## src/rtl/pit_counter.sv

```systemverilog
// rtl/pit_counter.sv - one 16-bit down-counter channel of the XT interval timer
// Binary counting only; supports modes 0, 2 and 3 with count latch and byte-sequenced access.
module pit_counter #(
  parameter int INIT_MODE = 0
) (
  input  logic       iClk,
  input  logic       iRst,
  input  logic       iClkEn,
  input  logic       iGate,
  input  logic       iCtrlWr,
  input  logic       iWr,
  input  logic       iRd,
  input  logic [7:0] iData,
  output logic [7:0] oData,
  output logic       oOut
);

  typedef enum logic [1:0] {
    MODE_0 = 2'd0,
    MODE_2 = 2'd2,
    MODE_3 = 2'd3
  } mode_e;

  localparam mode_e RESET_MODE = (INIT_MODE == 2) ? MODE_2 :
                                 (INIT_MODE == 3) ? MODE_3 : MODE_0;

  mode_e       mode_q, mode_d;
  logic [1:0]  rw_q, rw_d;
  logic [15:0] count_q, count_d;
  logic [15:0] n_q, n_d;
  logic [7:0]  lsb_stage_q, lsb_stage_d;
  logic        wr_msb_q, wr_msb_d;
  logic        rd_msb_q, rd_msb_d;
  logic [15:0] latch_q, latch_d;
  logic        latched_q, latched_d;
  logic        armed_q, armed_d;
  logic        running_q, running_d;
  logic        out_q, out_d;

  logic [15:0] n_eff;
  logic [15:0] reload_hi;
  logic [15:0] reload_lo;
  logic [15:0] rd_src;
  logic        rd_hi;
  logic [15:0] new_n;
  logic        complete;
  mode_e       ctrl_mode;

  always_ff @(posedge iClk or posedge iRst) begin
    if (iRst) begin
      mode_q      <= RESET_MODE;
      rw_q        <= 2'b11;
      count_q     <= 16'd0;
      n_q         <= 16'd0;
      lsb_stage_q <= 8'd0;
      wr_msb_q    <= 1'b0;
      rd_msb_q    <= 1'b0;
      latch_q     <= 16'd0;
      latched_q   <= 1'b0;
      armed_q     <= 1'b0;
      running_q   <= 1'b0;
      out_q       <= 1'b0;
    end else begin
      mode_q      <= mode_d;
      rw_q        <= rw_d;
      count_q     <= count_d;
      n_q         <= n_d;
      lsb_stage_q <= lsb_stage_d;
      wr_msb_q    <= wr_msb_d;
      rd_msb_q    <= rd_msb_d;
      latch_q     <= latch_d;
      latched_q   <= latched_d;
      armed_q     <= armed_d;
      running_q   <= running_d;
      out_q       <= out_d;
    end
  end

  // Read source and byte select are purely from current state.
  always_comb begin
    rd_src = latched_q ? latch_q : count_q;
    rd_hi  = (rw_q == 2'b10) || ((rw_q == 2'b11) && rd_msb_q);
    oData  = rd_hi ? rd_src[15:8] : rd_src[7:0];
  end

  always_comb begin
    mode_d      = mode_q;
    rw_d        = rw_q;
    count_d     = count_q;
    n_d         = n_q;
    lsb_stage_d = lsb_stage_q;
    wr_msb_d    = wr_msb_q;
    rd_msb_d    = rd_msb_q;
    latch_d     = latch_q;
    latched_d   = latched_q;
    armed_d     = armed_q;
    running_d   = running_q;
    out_d       = out_q;
    new_n       = n_q;
    complete    = 1'b0;
    ctrl_mode   = MODE_0;

    // A count of 1 cannot produce a low pulse or two half-periods, so it runs as 2.
    n_eff     = ((mode_q != MODE_0) && (n_q == 16'd1)) ? 16'd2 : n_q;
    reload_hi = n_eff[0] ? n_eff + 16'd1 : n_eff;
    reload_lo = n_eff[0] ? n_eff - 16'd1 : n_eff;

    if (iClkEn) begin
      if (armed_q) begin
        if (mode_q == MODE_0) begin
          count_d   = n_eff;
          armed_d   = 1'b0;
          running_d = 1'b1;
        end else if (iGate) begin
          count_d   = (mode_q == MODE_3) ? reload_hi : n_eff;
          out_d     = 1'b1;
          armed_d   = 1'b0;
          running_d = 1'b1;
        end else begin
          out_d = 1'b1;
        end
      end else if (running_q) begin
        case (mode_q)
          MODE_0: begin
            if (iGate) begin
              count_d = count_q - 16'd1;
              if (count_q == 16'd1) out_d = 1'b1;
            end
          end
          MODE_2: begin
            if (!iGate) begin
              out_d   = 1'b1;
              armed_d = 1'b1;
            end else if (count_q == 16'd2) begin
              count_d = 16'd1;
              out_d   = 1'b0;
            end else if (count_q == 16'd1) begin
              count_d = n_eff;
              out_d   = 1'b1;
            end else begin
              count_d = count_q - 16'd1;
            end
          end
          default: begin
            if (!iGate) begin
              out_d   = 1'b1;
              armed_d = 1'b1;
            end else if (count_q == 16'd2) begin
              out_d   = ~out_q;
              count_d = out_q ? reload_lo : reload_hi;
            end else begin
              count_d = count_q - 16'd2;
            end
          end
        endcase
      end
    end

    if (iRd) begin
      if (rw_q == 2'b11) rd_msb_d = ~rd_msb_q;
      if (latched_q && ((rw_q != 2'b11) || rd_msb_q)) latched_d = 1'b0;
    end

    if (iCtrlWr) begin
      if (iData[5:4] == 2'b00) begin
        if (!latched_q) begin
          latch_d   = count_q;
          latched_d = 1'b1;
        end
      end else begin
        case (iData[2:1])
          2'b10:   ctrl_mode = MODE_2;
          2'b11:   ctrl_mode = MODE_3;
          default: ctrl_mode = MODE_0;
        endcase
        mode_d    = ctrl_mode;
        rw_d      = iData[5:4];
        wr_msb_d  = 1'b0;
        rd_msb_d  = 1'b0;
        latched_d = 1'b0;
        armed_d   = 1'b0;
        running_d = 1'b0;
        out_d     = (ctrl_mode != MODE_0);
      end
    end else if (iWr) begin
      case (rw_q)
        2'b01: begin
          new_n    = {8'h00, iData};
          complete = 1'b1;
        end
        2'b10: begin
          new_n    = {iData, 8'h00};
          complete = 1'b1;
        end
        2'b11: begin
          if (!wr_msb_q) begin
            lsb_stage_d = iData;
            wr_msb_d    = 1'b1;
          end else begin
            new_n    = {iData, lsb_stage_q};
            wr_msb_d = 1'b0;
            complete = 1'b1;
          end
        end
        default: ;
      endcase
      // Periodic modes already running pick up a new count at their next reload.
      if (complete) begin
        n_d = new_n;
        if ((mode_q == MODE_0) || !running_q) begin
          armed_d   = 1'b1;
          running_d = 1'b0;
          if (mode_q == MODE_0) out_d = 1'b0;
        end
      end
    end
  end

  assign oOut = out_q;

endmodule

```

## config.mk

```make
export PLATFORM = sky130hd
export DESIGN_NAME = pit_counter
export DESIGN_NICKNAME = d
export VERILOG_FILES = /design/src/rtl/pit_counter.sv
export SDC_FILE = /design/constraint.sdc
export NUM_CORES = 1
export LEC_CHECK = 0
export BUFFER_PORTS_ARGS = -buffer_cell sky130_fd_sc_hd__buf_2
export CAP_MARGIN = 0
export CORE_ASPECT_RATIO = 2
export CORE_MARGIN = 5
export CORE_UTILIZATION = 65
export CTS_CLUSTER_SIZE = 25
export DETAILED_ROUTE_END_ITERATION = 7
export PLACE_DENSITY = 0.91
export SYNTH_ARGS = -nofsm -noshare
export SYNTH_HDL_FRONTEND = slang
export SYNTH_SLANG_ARGS = --single-unit
export TNS_END_PERCENT = 30
```

## constraint.sdc

```tcl
create_clock -name iClk -period 5.3 [get_ports iClk]
set_input_delay 0.265 -clock iClk [delete_from_list [all_inputs] [get_ports iClk]]
set_output_delay 0.265 -clock iClk [all_outputs]
set_load 0.03 [all_outputs]
```

* Word-level counts from Yosys, hierarchy flattened *
Cells that the tools add are included.

storage, ports and cells
  input bits = 15
  output and inout port bits = 9
  word-level logic and storage cells = 135
  register bits after elaboration = 66

operators by class
  multiplexer cells = 77
  reduce and logical (&&, ||, !) cells = 24
  eq/ne operators = 13
  bitwise operators = 5
  $add $sub $neg = 4

operator list
  operator                                              number
  two-way mux 16 bit                                    17
  two-way mux 1 bit                                     52
  case mux 16 bit (3 select lines)                      1
  equality test 16 x 1 -> 1 bit, second input constant  2
  case mux 16 bit (2 select lines)                      1
  subtractor 16 x 1 -> 16 bit, second input constant    2
  adder 16 x 1 -> 16 bit, second input constant         1
  equality test 16 x 2 -> 1 bit, second input constant  1
  subtractor 16 x 2 -> 16 bit, second input constant    1
  nonzero test 2 bit                                    7
  equality test 2 bit, second input constant            6
  two-way mux 8 bit                                     1
  AND reduction 4 bit                                   2
  inequality test 2 bit, second input constant          3
  inverter 1 bit                                        5
  AND reduction 5 bit                                   1
  logical NOT 2 bit                                     2
  two-way mux 2 bit                                     2
  case mux 1 bit (2 select lines)                       2
  case mux 2 bit (2 select lines)                       1
  AND reduction 2 bit                                   2
  logical AND 1 bit                                     3
  logical OR 1 bit                                      3
  AND reduction 3 bit                                   1
  other kinds (4)                                       4

* Depth between registers and ports, before layout *
  depth after elaboration = 13
  gate-level depth with buffers = 13
  mapped depth without buffers = 11

* Least setup slack after synthesis *
Ideal clock, no wire load.

  path type = register to register
  start = reg n_q[9]
  end = reg count_q[4]
  setup slack = 2.566 ns
  stages on the path, launching flop included = 14
  clock period less this slack = 2.734 ns
  buffers on the path = 2
  library setup time = 0.095 ns
  required time = 5.205 ns
  data arrival time = 2.638 ns
  path through = dfrtp_1 buf_2 nor4_1 and2_1 a31oi_1 inv_1 buf_4 ha_1 and4bb_2 o21ai_0 a311o_1 a21oi_1 a211oi_1 o31ai_1

between the ends
  cells in the longest elaborated chain, start to end = 11
  elaborated cells on any way between the ends = 19
  classes of those cells = 2 x add/sub; 1 x eq/ne; 15 x mux; 1 x reduce/logical

RTL lines
  what                                                                          line      source
  start: declaration                                                            30        logic [15:0] n_q, n_d;
  start signal: assignment                                                      67        n_q <= n_d;
  equality test 16 x 1 -> 1 bit (*)                                             104       n_eff = ((mode_q != MODE_0) && (n_q == 16'd1)) ? 16'd2 : n_q;
  logical AND 1 bit (*)                                                         104
  two-way mux 16 bit (*)                                                        104
  adder 16 x 1 -> 16 bit / subtractor 16 x 1 -> 16 bit (equally long branches)  105, 106
  two-way mux 16 bit (on tied branches)                                         105, 106
  two-way mux 16 bit                                                            150       count_d = out_q ? reload_lo : reload_hi;
  two-way mux 16 bit                                                            148       end else if (count_q == 16'd2) begin
  two-way mux 16 bit                                                            145       if (!iGate) begin
  case mux 16 bit (2 select lines)                                              123       case (mode_q)
  two-way mux 16 bit                                                            122       end else if (running_q) begin
  two-way mux 16 bit (*)                                                        109       if (armed_q) begin
  end signal: assignment                                                        66        count_q <= count_d;
  end: declaration                                                              29        logic [15:0] count_q, count_d;

Mark *: on every way between the ends. The rest lies on a longest branch, timed or not. The select of a mux whose other input is x is not followed.
A chain may end at the register's enable or synchronous reset.

* Worst setup path in the final report *
  start = reg rw_q[0]
  end = out oData[2]

between the ends
  cells in the longest elaborated chain, start to end = 4
  elaborated cells on any way between the ends = 5
  classes of those cells = 2 x eq/ne; 1 x mux; 2 x reduce/logical

RTL lines
  what                      line  source
  start: declaration        28    logic [1:0] rw_q, rw_d;
  start signal: assignment  65    rw_q <= rw_d;
  equality test 2 bit       82    rd_hi = (rw_q == 2'b10) || ((rw_q == 2'b11) && rd_msb_q);
  logical AND 1 bit         82
  logical OR 1 bit (*)      82
  two-way mux 8 bit (*)     83    oData = rd_hi ? rd_src[15:8] : rd_src[7:0];
  end: declaration          14    output logic [7:0] oData,

Mark *: on every way between the ends. The rest lies on a longest branch, timed or not.

==> results.json <==
{
  "worst_pin_slew_ns": 1.13,
  "yosysWarningCount": 0,
  "insertedDiodeCount": 0,
  "rsz0062_at_grt": "false",
  "critPathLaunchType": "flip-flop",
  "areaGrowthSynthToFinish_pct": 7.34,
  "min_path_type": "in2reg",
  "clock-skew-final_ns": 0.00601,
  "setup_viol": 0,
  "arrival_ns": 3.08,
  "clk_latency_ns": 0.34,
  "synth_top_area_share": 0.314,
  "htree_levels": 3,
  "power_leakage_nw": 2.14,
  "max-slew-margin-rel": 0.247,
  "design_area_mm2": 0.00547,
  "instances_no_fill": 675,
  "synth_edf_count": 0,
  "overflow": 0,
  "tns_ns": 0,
  "drive_gt1_frac": 0.176,
  "cts_hold_buffers": 0,
  "power.density_mw_per_mm2": 537,
  "path_clk_slew_ns": 0.05,
  "clockBufferDepth": 2,
  "clkSinkCount": 66,
  "grt_pass1_vias": 4829,
  "layout.nets": 603,
  "dp.cells": 659,
  "placementRows": 45,
  "maxCapViolCount": 0,
  "antenna_left": 0,
  "critPathRequiredTime_ns": 5.04,
  "initial_core_util": 0.666,
  "syn_avg_cell_area_um2": 8.81,
  "netlist_area_mm2": 0.00510,
  "grt_max_degree": 67,
  "antenna_found_initial": 0,
  "pre_cts_ws_ns": 2.03,
  "pin_count": 24,
  "synth_cell_type_count": 79,
  "postPlaceCellArea_mm2": 0.00518,
  "synth_top_area_cell": "dfrtp_1",
  "drcViolationCount": 0,
  "synthArstFlopShare": 1.00,
  "worst_slack_ns": 1.96,
  "drtPass1Iterations": 5,
  "tritoncts": "built",
  "gp_congestion": 1.06,
  "finalCriticalPeriod_ns": 3.34,
  "cp_max_fo": 15,
  "grt_pass1_wl_mm": 26.3,
  "setup.worst_path.end_class": "output pin",
  "synth_area_leaders": "dfrtp_1 31%, mux2_2 5.7%, nand2_1 3.5%",
  "numCtsBuffers": 9,
  "status": "complete, no violations",
  "dr_total_vias": 4857,
  "yosysMostFrequentCell": "dfrtp_1",
  "syn_inst": 579,
  "fin_util": 0.715,
  "critical_path_class": "reg2out",
  "ys_seq_area_frac": 0.324,
  "syn_nets": 606,
  "final-hold-violation-count": 0,
  "ys.flop_type": "dfrtp_1",
  "die_x_um": 72.6,
  "period_share": 0.631,
  "viasPerCell": 7.20,
  "yosys-top-cells-count": "64 x dfrtp_1, 47 x nand2_1, 47 x nor2_1, 33 x nand3_1, 32 x o21ai_0",
  "cts-root-buf": "clkbuf_16",
  "ys_seq_elements": 66,
  "ir_drop_v": 0.000307,
  "post_cts_buffers": 0,
  "post_cts_resized": 0,
  "grtUsageTotal": 0.358,
  "dieHeight_um": 135,
  "wl_per_cell_um": 24.7,
  "drt-total-wl_mm": 16.7,
  "drt_iter0_drc": 629,
  "io_buffers": 23,
  "dieArea_mm2": 0.00982,
  "max_freq_ghz": 0.299,
  "core-area_mm2": 0.00766,
  "dp_hpwl_mm": 12.5,
  "report.final.slew_viol_count": 0
}
critical path, cell delays in order, from the launching register on:
cell and delay, ns:
dfstp_2 0.37, ha_1 0.39, ha_1 0.28, nor2_1 0.84, mux4_1 0.66, buf_2 0.19
metrics by stage:
stage          hold WS, ns  total power, mW
6_report             0.131             2.94
5_1_grt              0.145             3.09
4_1_cts              0.124             2.89
3_5_place_dp         0.475             2.28
3_3_place_gp         0.474             2.24
2_1_floorplan        0.354             1.93
flip-flops by register name, summed over array words and instances, names as in the netlist:
| name | flops |
|---|---|
| wr_msb_q | 1 |
| latched_q | 1 |
| lsb_stage_q | 8 |
| running_q | 1 |
| armed_q | 1 |
| n_q | 16 |
| latch_q | 16 |
| rw_q | 2 |
| mode_q | 2 |
| rd_msb_q | 1 |
| count_q | 16 |
| oOut | 1 |
report_power, final:
group / switching (mW) / internal (mW) / leakage (nW)
clock: 0.230 / 0.375 / 0.149
combinational: 0.714 / 0.497 / 1.18
sequential: 0.418 / 0.705 / 0.806
final cells by class:
type | instances | area (um2)
Clock buffer | 11 | 243
Fill cell | 596 | 2180
Timing Repair Buffer | 29 | 160
Clock inverter | 5 | 53.8
Inverter | 22 | 82.6
Sequential cell | 66 | 1650
Multi-Input combinational cell | 448 | 3160
Tap cell | 94 | 118
final timing paths:
path,from,endpoint,slack (ns),depth (start not counted)
worst max register to register,n_q[2],count_q[4],1.96,11
min in group asynchronous,iRst,rd_msb_q,0.18,3
worst max-delay path,rw_q[0],oData[2],1.96,5
worst min register to register,latch_q[10],latch_q[10],0.51,1
worst min-delay path,iRd,rd_msb_q,0.13,2
max in group asynchronous,iRst,count_q[6],4.56,3
layout by cell type, fill, tap and decap left out, types with 8 or more instances in the layout:
| cell | netlist | routed |
|---|---|---|
| a21oi_1 | 24 | 24 |
| xnor2_1 | 19 | 19 |
| o21ai_0 | 32 | 32 |
| nor2_1 | 47 | 47 |
| nand4_1 | 9 | 9 |
| dfrtp_1 | 64 | 64 |
| mux2_2 | 26 | 26 |
| clkbuf_16 | 0 | 9 |
| nand3_1 | 33 | 33 |
| a221oi_1 | 10 | 10 |
| buf_2 | 9 | 23 |
| xor2_1 | 9 | 9 |
| nor3_1 | 16 | 16 |
| inv_1 | 21 | 20 |
| ha_1 | 12 | 12 |
| o31ai_1 | 8 | 8 |
| a31oi_1 | 9 | 9 |
| nand2_1 | 47 | 47 |
logic make-up (layout without fill, tap and decap cells):
family                     count (synthesis)  count (layout)  share of synthesized area
adders and majority gates                 12              12                     0.0294
DFF                                       66              66                      0.324
and+or+nand+nor                          224             224                      0.245
xor gates and xnor gates                  28              28                     0.0481
buffers and inverters                     65              67                     0.0555
AOI/OAI and AO/OA                        147             147                      0.198
muxes                                     37              37                     0.0994
layer usage:
layer,track usage,routed length [um],up-vias
met4,0.262,1330,0
met3,0.0632,1000,97
met1,0.370,5580,2303
li1,-,-,2158
met5,0,0,-
met2,0.624,8800,299
Power figures use the tool's default switching activity.
